===== src/rtl/ucsbece154b_perf_pkg.sv =====
// rtl/ucsbece154b_perf_pkg.sv - state encoding and read-map layout for the perf monitor
package ucsbece154b_perf_pkg;

  typedef enum logic [1:0] {
    ST_IDLE = 2'd0,
    ST_RUN  = 2'd1,
    ST_DONE = 2'd2
  } state_t;

  localparam int CYC_SEL  = 0;
  localparam int TOT_BASE = 1;

  function automatic int mis_base(input int n_ch);
    return TOT_BASE + n_ch;
  endfunction

  function automatic int streak_base(input int n_ch);
    return TOT_BASE + 2 * n_ch;
  endfunction

endpackage


===== src/rtl/ucsbece154b_perf_monitor_if.sv =====
// rtl/ucsbece154b_perf_monitor_if.sv - control, event and read-port bundle of the perf monitor
interface ucsbece154b_perf_monitor_if #(
  parameter int N_CH  = 2,
  parameter int CNT_W = 32,
  parameter int SEL_W = 5
);
  logic             start_i;
  logic             clear_i;
  logic [31:0]      stop_pc_i;
  logic [31:0]      pcf_i;
  logic [N_CH-1:0]  ev_valid_i;
  logic [N_CH-1:0]  ev_miss_i;
  logic [SEL_W-1:0] rd_sel_i;
  logic [CNT_W-1:0] rd_data_o;
  logic [1:0]       state_o;
  logic             done_o;
  logic             sat_o;

  modport master (
    output start_i, clear_i, stop_pc_i, pcf_i, ev_valid_i, ev_miss_i, rd_sel_i,
    input  rd_data_o, state_o, done_o, sat_o
  );

  modport slave (
    input  start_i, clear_i, stop_pc_i, pcf_i, ev_valid_i, ev_miss_i, rd_sel_i,
    output rd_data_o, state_o, done_o, sat_o
  );
endinterface


===== src/rtl/ucsbece154b_perf_ctr.sv =====
// rtl/ucsbece154b_perf_ctr.sv - saturating up-counter with synchronous clear
module ucsbece154b_perf_ctr #(
  parameter int CNT_W = 32
) (
  input  logic             clk,
  input  logic             reset,
  input  logic             clr,
  input  logic             inc,
  output logic [CNT_W-1:0] q,
  output logic             sat
);
  assign sat = &q;

  always_ff @(posedge clk or negedge reset) begin
    if (!reset) begin
      q <= '0;
    end else if (clr) begin
      q <= '0;
    end else if (inc && !sat) begin
      q <= q + CNT_W'(1);
    end
  end
endmodule


===== src/rtl/ucsbece154b_perf_monitor.sv =====
// rtl/ucsbece154b_perf_monitor.sv - cycle/event/mispredict statistics with registered read port
// Optional miss-streak counters are built when PERF_MON_STREAK_EN is defined.
module ucsbece154b_perf_monitor
  import ucsbece154b_perf_pkg::*;
#(
  parameter int N_CH       = 2,
  parameter int CNT_W      = 32,
  parameter int MAX_CYCLES = 500,
  parameter int SEL_W      = 5
) (
  input  logic clk,
  input  logic reset,
  ucsbece154b_perf_monitor_if.slave bus
);
  state_t           state_q, state_d;
  logic             run, stop_hit, limit_hit, any_sat, sat_q, cyc_sat;
  logic [CNT_W-1:0] cyc_q, cyc_after, rd_q, rd_d;
  logic [CNT_W-1:0] tot_q [N_CH];
  logic [CNT_W-1:0] mis_q [N_CH];
  logic [N_CH-1:0]  tot_sat, mis_sat;

  assign run = (state_q == ST_RUN);

  ucsbece154b_perf_ctr #(.CNT_W(CNT_W)) u_cyc (
    .clk(clk), .reset(reset), .clr(bus.clear_i), .inc(run), .q(cyc_q), .sat(cyc_sat)
  );

  for (genvar k = 0; k < N_CH; k++) begin : g_ch
    ucsbece154b_perf_ctr #(.CNT_W(CNT_W)) u_tot (
      .clk(clk), .reset(reset), .clr(bus.clear_i),
      .inc(run & bus.ev_valid_i[k]), .q(tot_q[k]), .sat(tot_sat[k])
    );
    ucsbece154b_perf_ctr #(.CNT_W(CNT_W)) u_mis (
      .clk(clk), .reset(reset), .clr(bus.clear_i),
      .inc(run & bus.ev_valid_i[k] & bus.ev_miss_i[k]), .q(mis_q[k]), .sat(mis_sat[k])
    );
  end

`ifdef PERF_MON_STREAK_EN
  logic [CNT_W-1:0] cur_q [N_CH];
  logic [CNT_W-1:0] stk_q [N_CH];
  logic [N_CH-1:0]  cur_sat, stk_sat;

  // streak >= cur always holds, so max(streak, cur+1) only grows when they are equal
  for (genvar k = 0; k < N_CH; k++) begin : g_stk
    ucsbece154b_perf_ctr #(.CNT_W(CNT_W)) u_cur (
      .clk(clk), .reset(reset),
      .clr(bus.clear_i | (run & bus.ev_valid_i[k] & ~bus.ev_miss_i[k])),
      .inc(run & bus.ev_valid_i[k] & bus.ev_miss_i[k]), .q(cur_q[k]), .sat(cur_sat[k])
    );
    ucsbece154b_perf_ctr #(.CNT_W(CNT_W)) u_stk (
      .clk(clk), .reset(reset), .clr(bus.clear_i),
      .inc(run & bus.ev_valid_i[k] & bus.ev_miss_i[k] & (cur_q[k] == stk_q[k])),
      .q(stk_q[k]), .sat(stk_sat[k])
    );
  end

  assign any_sat = cyc_sat | (|tot_sat) | (|mis_sat) | (|cur_sat) | (|stk_sat);
`else
  assign any_sat = cyc_sat | (|tot_sat) | (|mis_sat);
`endif

  assign cyc_after = cyc_sat ? cyc_q : cyc_q + CNT_W'(1);
  assign limit_hit = (MAX_CYCLES != 0) && (64'(cyc_after) == 64'(MAX_CYCLES));
  assign stop_hit  = (bus.pcf_i == bus.stop_pc_i) || limit_hit;

  always_ff @(posedge clk or negedge reset) begin
    if (!reset) begin
      state_q <= ST_IDLE;
    end else begin
      state_q <= state_d;
    end
  end

  always_comb begin
    state_d = state_q;
    if (bus.clear_i) begin
      state_d = ST_IDLE;
    end else begin
      case (state_q)
        ST_IDLE: if (bus.start_i) state_d = ST_RUN;
        ST_RUN:  if (stop_hit) state_d = ST_DONE;
        ST_DONE: state_d = ST_DONE;
        default: state_d = ST_IDLE;
      endcase
    end
  end

  always_comb begin
    rd_d = '0;
    if (int'(bus.rd_sel_i) == CYC_SEL) rd_d = cyc_q;
    for (int k = 0; k < N_CH; k++) begin
      if (int'(bus.rd_sel_i) == TOT_BASE + k) rd_d = tot_q[k];
      if (int'(bus.rd_sel_i) == mis_base(N_CH) + k) rd_d = mis_q[k];
`ifdef PERF_MON_STREAK_EN
      if (int'(bus.rd_sel_i) == streak_base(N_CH) + k) rd_d = stk_q[k];
`endif
    end
  end

  always_ff @(posedge clk or negedge reset) begin
    if (!reset) begin
      rd_q  <= '0;
      sat_q <= 1'b0;
    end else begin
      rd_q  <= rd_d;
      sat_q <= bus.clear_i ? 1'b0 : (sat_q | any_sat);
    end
  end

  assign bus.rd_data_o = rd_q;
  assign bus.state_o   = state_q;
  assign bus.done_o    = (state_q == ST_DONE);
  assign bus.sat_o     = sat_q;
endmodule

===== src/flat_wrapper.sv =====
// flat-port wrapper written by rule: the top's interface ports become plain ports
module ucsbece154b_perf_monitor_flat import ucsbece154b_perf_pkg::*;
#(
  parameter int N_CH       = 2,
  parameter int CNT_W      = 32,
  parameter int MAX_CYCLES = 500,
  parameter int SEL_W      = 5
)
  (clk, reset, bus_start_i, bus_clear_i, bus_stop_pc_i, bus_pcf_i, bus_ev_valid_i, bus_ev_miss_i, bus_rd_sel_i, bus_rd_data_o, bus_state_o, bus_done_o, bus_sat_o);
  ucsbece154b_perf_monitor_if #(.N_CH(N_CH), .CNT_W(CNT_W), .SEL_W(SEL_W)) bus_i ();
  input  logic clk;
  input  logic reset;
  input wire logic [$bits(bus_i.start_i)-1:0] bus_start_i;
  input wire logic [$bits(bus_i.clear_i)-1:0] bus_clear_i;
  input wire logic [$bits(bus_i.stop_pc_i)-1:0] bus_stop_pc_i;
  input wire logic [$bits(bus_i.pcf_i)-1:0] bus_pcf_i;
  input wire logic [$bits(bus_i.ev_valid_i)-1:0] bus_ev_valid_i;
  input wire logic [$bits(bus_i.ev_miss_i)-1:0] bus_ev_miss_i;
  input wire logic [$bits(bus_i.rd_sel_i)-1:0] bus_rd_sel_i;
  output wire logic [$bits(bus_i.rd_data_o)-1:0] bus_rd_data_o;
  output wire logic [$bits(bus_i.state_o)-1:0] bus_state_o;
  output wire logic [$bits(bus_i.done_o)-1:0] bus_done_o;
  output wire logic [$bits(bus_i.sat_o)-1:0] bus_sat_o;
  assign bus_i.start_i = bus_start_i;
  assign bus_i.clear_i = bus_clear_i;
  assign bus_i.stop_pc_i = bus_stop_pc_i;
  assign bus_i.pcf_i = bus_pcf_i;
  assign bus_i.ev_valid_i = bus_ev_valid_i;
  assign bus_i.ev_miss_i = bus_ev_miss_i;
  assign bus_i.rd_sel_i = bus_rd_sel_i;
  assign bus_rd_data_o = bus_i.rd_data_o;
  assign bus_state_o = bus_i.state_o;
  assign bus_done_o = bus_i.done_o;
  assign bus_sat_o = bus_i.sat_o;
  ucsbece154b_perf_monitor #(.N_CH(N_CH), .CNT_W(CNT_W), .MAX_CYCLES(MAX_CYCLES), .SEL_W(SEL_W)) u_core (.clk(clk), .reset(reset), .bus(bus_i));
endmodule

===== config.mk =====
export PLATFORM = sky130hd
export DESIGN_NAME = ucsbece154b_perf_monitor_flat
export DESIGN_NICKNAME = d
export VERILOG_FILES = /design/src/rtl/ucsbece154b_perf_pkg.sv /design/src/rtl/ucsbece154b_perf_monitor_if.sv /design/src/rtl/ucsbece154b_perf_ctr.sv /design/src/rtl/ucsbece154b_perf_monitor.sv /design/src/flat_wrapper.sv
export SDC_FILE = /design/constraint.sdc
export NUM_CORES = 1
export LEC_CHECK = 0
export BUFFER_PORTS_ARGS = -buffer_cell sky130_fd_sc_hd__buf_2
export CAP_MARGIN = 5
export CORE_MARGIN = 2
export CORE_UTILIZATION = 35
export CTS_CLUSTER_DIAMETER = 60
export DETAILED_ROUTE_END_ITERATION = 6
export HOLD_SLACK_MARGIN = 0.1
export MAX_ROUTING_LAYER = met4
export RECOVER_POWER = 100
export SLEW_MARGIN = 20
export SYNTH_ARGS = -nofsm -noshare
export SYNTH_HDL_FRONTEND = slang
export SYNTH_HIERARCHICAL = 1
export SYNTH_SLANG_ARGS = --single-unit

===== constraint.sdc =====
create_clock -name clk -period 4.3 [get_ports clk]
set_clock_uncertainty 0.1 [all_clocks]
set_input_delay 0.86 -clock clk [delete_from_list [all_inputs] [get_ports clk]]
set_output_delay 0.86 -clock clk [all_outputs]
set_load 0.01 [all_outputs]

==> impl_metrics.py <==
metrics = {
    "outcome": {
        "outcome": "finished with violations",
        "violations": "capacitance limit, slew limit",
    },
    "logic_synthesis": {
        "ys.flop_type": "dfrtp_1",
        "synth-edff-count": 0,
        "yosys.area.top_type_share": 0.390,
        "yosys.area_share.simple": 0.293,
        "ys_seq_elements": 195,
        "synth_top_family_by_area": "simple AND/OR/NAND/NOR gates",
        "yosys.area_share.xor_xnor": 0.0616,
        "synthCells": 1398,
        "yosysWarnings": 6,
        "synthTopCellsByCount": "dfrtp_1, nor2_1, a21oi_1",
        "synthTopCellsByArea": "dfrtp_1, nor2_1, xnor2_1",
        "synth_area_per_cell_sq_um": 8.95,
        "synth_nets": 1484,
        "synth_most_common_cell": "dfrtp_1",
        "synthArstFlopShare": 1.00,
        "ys_seq_area_frac": 0.390,
        "ys_types": 59,
        "synth-adder-area-share": 0.00900,
        "yosysTopAreaCell": "dfrtp_1",
        "synth_compound_area_frac": 0.196,
        "synth.mux.area_fraction": 0.0217,
        "syn_area_sq_um": 12500,
    },
    "sta": {
        "max_slew_margin": -0.255,
        "final_hold_viol_count": 0,
        "fin_crit_sh": 0.900,
        "layout_setup_ws_ns": 0.428,
        "whs_ns": 0.439,
        "timing.fmax_mhz": 258,
        "setup-tns-final_ns": 0,
        "drv_slew": 180,
        "period_minus_slack_ns": 3.87,
        "setup_viol": 0,
        "grt_setup_unrepaired": "false",
        "tightest_slew_ns": 1.88,
    },
    "place": {
        "dp_cells": 1943,
        "gp_congestion": 0.964,
        "place_hpwl_microns": 30400,
        "port-buffer-count": 112,
        "pre_cts_slack_ns": 0.528,
    },
    "grt": {
        "grt_pass1_wl_microns": 63800,
        "grt.overflow.total": 0,
        "grt_pass1_vias": 11200,
        "grt_max_degree": 108,
        "track_usage": 0.230,
        "antenna_found_initial": 0,
    },
    "power_and_ir_drop": {
        "power.leakage_nw": 5.28,
        "pwr-share-clk": 0.427,
        "p_per_area_nw_per_um2": 286,
        "p_total_mw": 4.01,
        "combPwrFrac": 0.101,
        "ir_drop_mv": 0.349,
        "p_sw_frac": 0.268,
        "p_seq_frac": 0.472,
        "p_int_mw": 2.93,
        "p_switching_mw": 1.07,
    },
    "min_path": {
        "min_path_type": "register to register",
    },
    "cts": {
        "clkLatencyLatePin_ns": 0.46,
        "post-cts-setup-buffer-count": 0,
        "cts_root_buf": "clkbuf_16",
        "htreeDepth": 4,
        "numCtsBuffers": 17,
        "cts_max_path_buffers": 2,
        "post_cts_resized": 0,
        "cts_sinks": 195,
        "cts_tree": "built",
        "path_clk_slew_ns": 0.08,
        "cts_hold_buf": 0,
    },
    "detailed_routing": {
        "wirelength_microns": 40900,
        "avgRoutedWirePerCell_microns": 20.7,
        "drt-met1-wl_microns": 18100,
        "wl_met2_microns": 18800,
        "dr.max_layer_used": "met4",
        "viasPerCell": 6.07,
        "dr_wl_met3_microns": 2740,
        "drtPass1Iterations": 6,
        "postRouteAntennaNets": 0,
        "drc_errors": 0,
        "vias": 12000,
        "first_iter_violations": 1233,
    },
    "floorplanning": {
        "pin_count": 113,
        "die_area_sq_um": 37300,
        "initial_utilization": 0.353,
        "rows": 69,
        "core_sq_um": 35400,
        "die_h_microns": 193,
        "die_x_microns": 193,
    },
    "cells_and_area": {
        "syn_to_final_growth_pct": 11.9,
        "nNetsFinal": 1587,
        "fin_cells": 1975,
        "n_antenna_cell": 0,
        "layout-drive-gt1-share": 0.110,
    },
    "setup_path": {
        "end_kind": "register",
        "crit_buf_inv": 0,
        "critPathArrivalTime_ns": 4.11,
        "path_cells": "ha_1, nand4_1, or4_1, o31ai_1, nor3_1, mux2_1",
        "cp-start-kind": "register",
        "critPathTopFamily": "compound AO/OA/AOI/OAI gates",
        "crit_type": "register to register",
        "cpPeakStageDelay_ns": 1.36,
        "cp_slowest_cell": "o31ai_1",
        "crit_fanout": 15,
        "worstPathRequired_ns": 4.54,
    },
    "job": {
        "max-cap-violations": 7,
    },
}
-- power by group through the flow --
stage / Clock (mW) / Sequential (mW) / Combinational, mW
2_1_floorplan: 0 / 1.93 / 0.243
3_3_place_gp: 0 / 1.93 / 0.422
3_5_place_dp: 0 / 1.93 / 0.428
4_1_cts: 1.75 / 1.89 / 0.429
5_1_grt: 1.82 / 1.90 / 0.443
6_report: 1.71 / 1.89 / 0.403
-- worst register-to-register path, stage by stage (launching register included) --
cell,delay (ns)
dfrtp_1,0.47
ha_1,0.24
nand4_1,0.36
or4_1,0.73
o31ai_1,1.36
nor3_1,0.12
mux2_1,0.37
-- placed cells by master, fill, tap and decap left out, types with 43 or more instances in the layout --
cell type	synthesis	final
dfrtp_1	195	195
nor2_1	145	144
a21oi_1	86	86
nand2_1	85	84
nand3_1	74	74
buf_2	6	73
nand4_1	59	63
a22oi_1	60	60
xnor2_1	59	59
or4_1	47	57
or3_1	56	56
o31ai_1	43	48
clkbuf_1	45	47
a31oi_1	47	47
o21ai_0	43	43
-- flip-flops by register name, indices dropped and copies added (netlist names) --
register / flops
u_core/g_ch.u_mis/q: 64
u_core/g_ch.u_tot/q: 64
u_core/bus.rd_data_o: 32
u_core/u_cyc/q: 32
u_core/bus.state_o: 2
u_core/bus.sat_o: 1
-- through the flow --
step	cell area [sq um]	util
finish	14000	0.395
global placement	13700	0.386
global route	14000	0.395
detailed placement	13700	0.386
CTS	14300	0.403
floorplan	12500	-
-- metal layers --
metal  up-vias  track usage
li1       5583            -
met1      5853        0.307
met2       486        0.354
met3        65       0.0364
met4         0       0.0822
met5         -            -
-- logic make-up after synthesis --
family / after synthesis
and+or+nand+nor: 643
AOI/OAI and AO/OA: 352
DFF: 195
xor gates and xnor gates: 88
buffers and inverters: 86
muxes: 25
adders and majority gates: 9
-- cell type report --
| class | instances | area [sq um] |
|---|---|---|
| flip-flops and latches | 195 | 4880 |
| fillers | 3603 | 21400 |
| multi-input cells | 1117 | 7090 |
| repair buffers | 145 | 743 |
| clock inverters | 12 | 166 |
| well taps | 461 | 577 |
| inverters | 25 | 93.8 |
| clock buffers | 20 | 447 |
-- final timing paths --
kind | slack, ns | startpoint | endpoint | depth (start not counted)
max in group asynchronous | 0.82 | reset | u_core/g_ch[1].u_mis/q[27] | 2
setup reg to reg | 0.43 | u_core/g_ch[0].u_tot/q[1] | u_core/g_ch[0].u_tot/q[6] | 6
hold reg to reg | 0.44 | u_core/bus.sat_o | u_core/bus.sat_o | 2
setup / recovery | 0.43 | u_core/g_ch[0].u_tot/q[1] | u_core/g_ch[0].u_tot/q[6] | 6
min in group asynchronous | 0.80 | reset | u_core/g_ch[0].u_mis/q[23] | 1
hold / removal | 0.44 | u_core/bus.sat_o | u_core/bus.sat_o | 2
Power figures use the tool's default switching activity.
